<file path="src/rtl/fp_unit_arbiter.sv">
//------------------------------------------------------------------------------
// fp_unit_arbiter
//
// Shares one single-precision FP core among NREQ requesters. A round-robin
// search picks a winner, its operand pair is latched into fpA/fpB and startFP
// is pulsed. After doneFP the result is registered on outBus and handed to the
// owning requester over a 4-phase resultReady/resultAccepted handshake.
//
// Optional build macro:
//   FPARB_TIMEOUT_EN : adds a WAIT-state watchdog and the timeoutErr output.
//                      On expiry the operation completes with a quiet NaN.
//
// Ports:
//   clk            clock, all logic on posedge
//   rst            synchronous active-high reset
//   req            per-requester valid operand pair
//   opA, opB       packed operands, requester i at [i*W +: W]
//   grant          one-hot, one-cycle capture acknowledge
//   startFP        one-cycle start pulse to the FP core
//   fpA, fpB       registered operands to the core
//   doneFP         core completion strobe
//   resultFP       core result, valid with doneFP
//   resultReady    one-hot result-valid to the owning requester
//   resultAccepted per-requester result acknowledge
//   outBus         registered result
//   busy           high whenever the FSM is not IDLE
//   timeoutErr     (FPARB_TIMEOUT_EN only) watchdog expired on last operation
//------------------------------------------------------------------------------
module fp_unit_arbiter #(
   parameter int NREQ           = 2,
   parameter int W              = 32,
   parameter int TIMEOUT_CYCLES = 64
) (
   input  logic              clk,
   input  logic              rst,
   input  logic [NREQ-1:0]   req,
   input  logic [NREQ*W-1:0] opA,
   input  logic [NREQ*W-1:0] opB,
   output logic [NREQ-1:0]   grant,
   output logic              startFP,
   output logic [W-1:0]      fpA,
   output logic [W-1:0]      fpB,
   input  logic              doneFP,
   input  logic [W-1:0]      resultFP,
   output logic [NREQ-1:0]   resultReady,
   input  logic [NREQ-1:0]   resultAccepted,
   output logic [W-1:0]      outBus,
   output logic              busy
`ifdef FPARB_TIMEOUT_EN
   ,
   output logic              timeoutErr
`endif
);

   localparam int PW  = (NREQ > 1) ? $clog2(NREQ) : 1;
   localparam int PW1 = PW + 1;

   // Elaboration-time parameter sanity.
   if (NREQ < 2 || NREQ > 8) begin : g_bad_nreq
      $error("fp_unit_arbiter: NREQ must be in 2..8");
   end
   if (TIMEOUT_CYCLES < 1) begin : g_bad_timeout
      $error("fp_unit_arbiter: TIMEOUT_CYCLES must be at least 1");
   end

   typedef enum logic [2:0] {
      IDLE    = 3'd0,
      START   = 3'd1,
      WAIT    = 3'd2,
      DELIVER = 3'd3,
      FINISH  = 3'd4
   } state_t;

   state_t          state_r;
   logic [PW-1:0]   ptr_r;
   logic [PW-1:0]   owner_r;
   logic [PW-1:0]   winner_s;
   logic            found_s;
   logic [NREQ-1:0] winner_onehot_s;
   logic [NREQ-1:0] owner_onehot_s;

`ifdef FPARB_TIMEOUT_EN
   localparam int CW = $clog2(TIMEOUT_CYCLES + 1);
   localparam logic [W-1:0] QNAN = W'(32'h7FC0_0000);
   logic [CW-1:0]   wait_cnt_r;
   logic            expire_s;
`endif

   // Round-robin search: first set req at or above ptr_r, wrapping modulo NREQ.
   always_comb begin
      logic [PW1-1:0] sum;
      logic [PW-1:0]  idx;
      logic           hit;
      winner_s = ptr_r;
      found_s  = 1'b0;
      sum      = {PW1{1'b0}};
      idx      = {PW{1'b0}};
      hit      = 1'b0;
      for (int i = 0; i < NREQ; i++) begin
         sum      = {1'b0, ptr_r} + PW1'(i);
         idx      = (sum >= PW1'(NREQ)) ? PW'(sum - PW1'(NREQ)) : PW'(sum);
         hit      = !found_s && req[idx];
         winner_s = hit ? idx : winner_s;
         found_s  = found_s | req[idx];
      end
   end

   // One-hot decodes of the search winner and the current owner.
   always_comb begin
      winner_onehot_s = {{(NREQ-1){1'b0}}, 1'b1} << winner_s;
      owner_onehot_s  = {{(NREQ-1){1'b0}}, 1'b1} << owner_r;
   end

`ifdef FPARB_TIMEOUT_EN
   // Watchdog fires on the last allowed WAIT cycle.
   always_comb begin
      expire_s = (wait_cnt_r == CW'(TIMEOUT_CYCLES - 1));
   end
`endif

   // Arbitration FSM with registered outputs.
   always_ff @(posedge clk) begin
      if (rst) begin
         state_r     <= IDLE;
         ptr_r       <= {PW{1'b0}};
         owner_r     <= {PW{1'b0}};
         grant       <= {NREQ{1'b0}};
         startFP     <= 1'b0;
         fpA         <= {W{1'b0}};
         fpB         <= {W{1'b0}};
         resultReady <= {NREQ{1'b0}};
         outBus      <= {W{1'b0}};
         busy        <= 1'b0;
`ifdef FPARB_TIMEOUT_EN
         wait_cnt_r  <= {CW{1'b0}};
         timeoutErr  <= 1'b0;
`endif
      end else begin
         // grant and startFP are single-cycle pulses.
         grant   <= {NREQ{1'b0}};
         startFP <= 1'b0;
         case (state_r)
            IDLE: begin
               if (found_s) begin
                  fpA     <= opA[int'(winner_s)*W +: W];
                  fpB     <= opB[int'(winner_s)*W +: W];
                  owner_r <= winner_s;
                  // Pointer moves only on capture, giving strict rotation.
                  ptr_r   <= (winner_s == PW'(NREQ - 1)) ? {PW{1'b0}}
                                                         : winner_s + PW'(1);
                  grant   <= winner_onehot_s;
                  startFP <= 1'b1;
                  busy    <= 1'b1;
                  state_r <= START;
`ifdef FPARB_TIMEOUT_EN
                  wait_cnt_r <= {CW{1'b0}};
                  timeoutErr <= 1'b0;
`endif
               end
            end
            START: begin
               // A core that finishes in the start cycle is accepted directly.
               if (doneFP) begin
                  outBus      <= resultFP;
                  resultReady <= owner_onehot_s;
                  state_r     <= DELIVER;
               end else begin
                  state_r     <= WAIT;
               end
            end
            WAIT: begin
               if (doneFP) begin
                  outBus      <= resultFP;
                  resultReady <= owner_onehot_s;
                  state_r     <= DELIVER;
`ifdef FPARB_TIMEOUT_EN
               end else if (expire_s) begin
                  outBus      <= QNAN;
                  timeoutErr  <= 1'b1;
                  resultReady <= owner_onehot_s;
                  state_r     <= DELIVER;
               end else begin
                  wait_cnt_r  <= wait_cnt_r + CW'(1);
`endif
               end
            end
            DELIVER: begin
               // Only the owner's acknowledge is honoured.
               if (resultAccepted[owner_r]) begin
                  resultReady <= {NREQ{1'b0}};
                  state_r     <= FINISH;
               end
            end
            FINISH: begin
               if (!resultAccepted[owner_r]) begin
                  busy    <= 1'b0;
                  state_r <= IDLE;
               end
            end
            default: begin
               resultReady <= {NREQ{1'b0}};
               busy        <= 1'b0;
               state_r     <= IDLE;
            end
         endcase
      end
   end

endmodule

</file>
<file path="config.mk">
export PLATFORM = sky130hd
export DESIGN_NAME = fp_unit_arbiter
export DESIGN_NICKNAME = d
export VERILOG_FILES = /design/src/rtl/fp_unit_arbiter.sv
export SDC_FILE = /design/constraint.sdc
export NUM_CORES = 1
export LEC_CHECK = 0
export BUFFER_PORTS_ARGS = -buffer_cell sky130_fd_sc_hd__buf_4
export CAP_MARGIN = 10
export CORE_ASPECT_RATIO = 0.6
export CORE_MARGIN = 3
export CORE_UTILIZATION = 43
export DETAILED_ROUTE_END_ITERATION = 10
export PLACE_DENSITY = 0.91
export REMOVE_ABC_BUFFERS = 1
export SLEW_MARGIN = 20
export SYNTH_ARGS = -nofsm -noshare
export SYNTH_HDL_FRONTEND = slang
export SYNTH_SLANG_ARGS = --single-unit
export TNS_END_PERCENT = 30
</file>
<file path="constraint.sdc">
create_clock -name clk -period 2.1 [get_ports clk]
set_input_delay 0.105 -clock clk [delete_from_list [all_inputs] [get_ports clk]]
set_output_delay 0.105 -clock clk [all_outputs]
set_load 0.02 [all_outputs]
</file>
==> out/qor.yml <==
run_status:
  run_status: "completed"
cells_and_area:
  multi_input_area_sq_mm: 0.002028
  regArea_sq_mm: 0.002142
  diodes: 0
  drive_above_1_share_pct: 40.23
  num-nets-final: 962
  area_growth_pct: 55.29
  final_util_pct: 71.31
  fillCellCount: 703
  layout_commonest_cell: "buf_4"
  final_cell_mix: "buf_4 (279), nand2_1 (130), dfxtp_1 (107)"
die:
  die-area_sq_mm: 0.01150
  start_util_pct: 45.92
  core_area_sq_mm: 0.009560
  dieWidth_um: 136.5
  io-pin-count: 269
  num_rows: 27
  chipHeight_um: 84.27
worst_setup_path:
  path_buf_inv: 1
  worstSetupPathType: "register to register"
  cp-start-kind: "register"
  worstPathRequired_ps: 2300
  worstPathCellList: "or4_2 > buf_12 > a21oi_1 > a211oi_1"
  rr_startpoint: "state_r[0]"
  critPathArrivalTime_ps: 1980
  worstPathMaxFanout: 53
  cpMaxStageDelayCell: "or4_2"
  cp-startpoint: "state_r[0]"
  worst_path_largest_cell_delay_ps: 740
  end_kind: "register"
  critPathTopFamily: "simple AND/OR/NAND/NOR gates"
timing:
  hold_violations: 0
  finalMaxSlewViolations: 0
  worst_slack_ps: 312.7
  fin_skew_ps: 6.897
  worst_slew_pin_slew_ps: 583.4
  finalSetupViolCount: 0
  final.setup.tns_ps: 0
  min_period_ps: 1787
  fmax_ghz: 0.5595
  rsz0062_at_grt: "no"
  relSlewSlack_pct: 61.11
  period_share_pct: 85.11
cts:
  cts_root_buf: "clkbuf_16"
  cts_buffers: 9
  htree_levels: 3
  clock_path_buffers: 2
  clk_latency_ps: 340
  clock_sinks: 107
  cts_tree: "yes"
  clk_pin_slew_ps: 70
detailed_routing:
  drc: 0
  routed_wl_mm: 14.69
  wl_met1_mm: 5.816
  antenna_left: 0
  top_layer_used: "met4"
  via_per_inst: 5.214
  wl_per_cell_um: 15.82
  route.met3.wl_mm: 1.299
  dr_wl_met2_mm: 7.322
  drtPass1Iterations: 5
  num_vias: 4839
  drt_iter0_drc: 304
placed_design:
  dp_slack_ps: 341.8
  routabilityCongestion: 0.7998
  place.port_buffers: 268
  hpwl_mm: 11.00
grt:
  grt_pass1_wl_mm: 23.12
  grt-ovfl-total: 0
  antenna_found_initial: 0
  track_usage_pct: 24.56
  grt_pass1_vias: 4734
  grt_max_degree: 54
logic_synthesis:
  synth_cell_types: 24
  syn_avg_cell_area_sq_um: 8.026
  synthCells: 547
  synth_seq_cells: 107
  syn_area_sq_mm: 0.004390
  ys_seq_area_share_pct: 48.79
  yosys_warnings: 0
run:
  cap_violations: 0
hold_path:
  min-delay-start: "resultFP[15]"
  hold_path.class: "input pin to register"
pwr:
  peakVddDrop_mv: 0.4454
  leakagePower_nw: 3.050
  p_per_area_mw_per_mm2: 987.5
Yosys cell counts:
master    count  share of area [%]
or3b_1        1               0.20
nor4_4        1               0.48
buf_1         4               0.34
nor2b_1       1               0.14
a21oi_1      81                9.2
nor3b_2       1               0.28
a21o_1        1               0.17
xnor2_1       1               0.20
clkbuf_1     26                2.2
a221oi_1      1               0.20
a21oi_2      20                4.0
buf_6         4                1.0
dfxtp_1     107                 49
buf_4         3               0.51
a211oi_1     66                 11
nor3_1        4               0.46
or4_1         1               0.17
nor4_1        1               0.14
buf_2        12                1.4
nor2_1       73                6.2
mux2i_1       3               0.68
nand2b_1      4               0.57
nand2_1     130                 11
o31ai_1       1               0.17
registers in the layout, summed over array words and instances (netlist names):
name,cells
grant,2
resultReady,2
outBus,32
busy,1
startFP,1
fpA,32
fpB,32
ptr_r,1
state_r,3
owner_r,1
kinds of logic after synthesis:
logic type,count (synthesis),synth area share (%)
AOI/OAI and AO/OA,170,25.05
xor gates and xnor gates,1,0.1995
buffers and inverters,49,5.471
DFF,107,48.79
muxes,3,0.6840
and+or+nand+nor,217,19.81
routing by layer:
metal | global-route usage, % | vias to the layer above
met5 | 0 | -
met4 | 7.228 | 0
met3 | 6.347 | 23
met2 | 42.84 | 222
met1 | 29.91 | 2235
li1 | - | 2359
through the flow:
step           hold WS, ps  instances  instance area, sq um  power, W
6_report             11.49        928                  6818  0.006732
5_1_grt              11.11        928                  6818  0.007095
4_1_cts             0.4274        928                  6818  0.006782
3_5_place_dp         359.1        910                  6487  0.005100
3_3_place_gp         353.3        910                  6487  0.005001
2_1_floorplan        174.1        498                  4150  0.003956
final cells by class:
class	count	share of cell area [%]
multi-input combinational	391	29.75
tap	130	2.386
clock buffer	10	3.505
clock inverter	4	0.7524
timing repair buffer	286	32.19
sequential	107	31.42
power by group:
| part | internal [W] | switching (W) | total [W] |
|---|---|---|---|
| combinational | 0.00105 | 0.00143 | 0.00248 |
| sequential | 0.00238 | 0.000206 | 0.00258 |
| clock | 0.000946 | 0.000722 | 0.00167 |
| total | 0.00437 | 0.00236 | 0.00673 |
final timing paths:
| check | to | slack [ps] | cells after the start |
|---|---|---|---|
| hold reg to reg | outBus[6] | 460 | 2 |
| setup / recovery | fpB[11] | 310 | 4 |
| hold / removal | outBus[15] | 10 | 3 |
| setup reg to reg | fpB[11] | 310 | 4 |
worst min-delay path, stage by stage:
cell	delay (ps)
buf_4	110
nand2_1	50
a21oi_1	50
repair_timing:
action                    in CTS  in global routing
buffers inserted               0                  0
hold endpoints to repair       4                  0
hold buffers                   4                  0
gates resized for setup        0                  0
(Power assumes the default switching activity.)
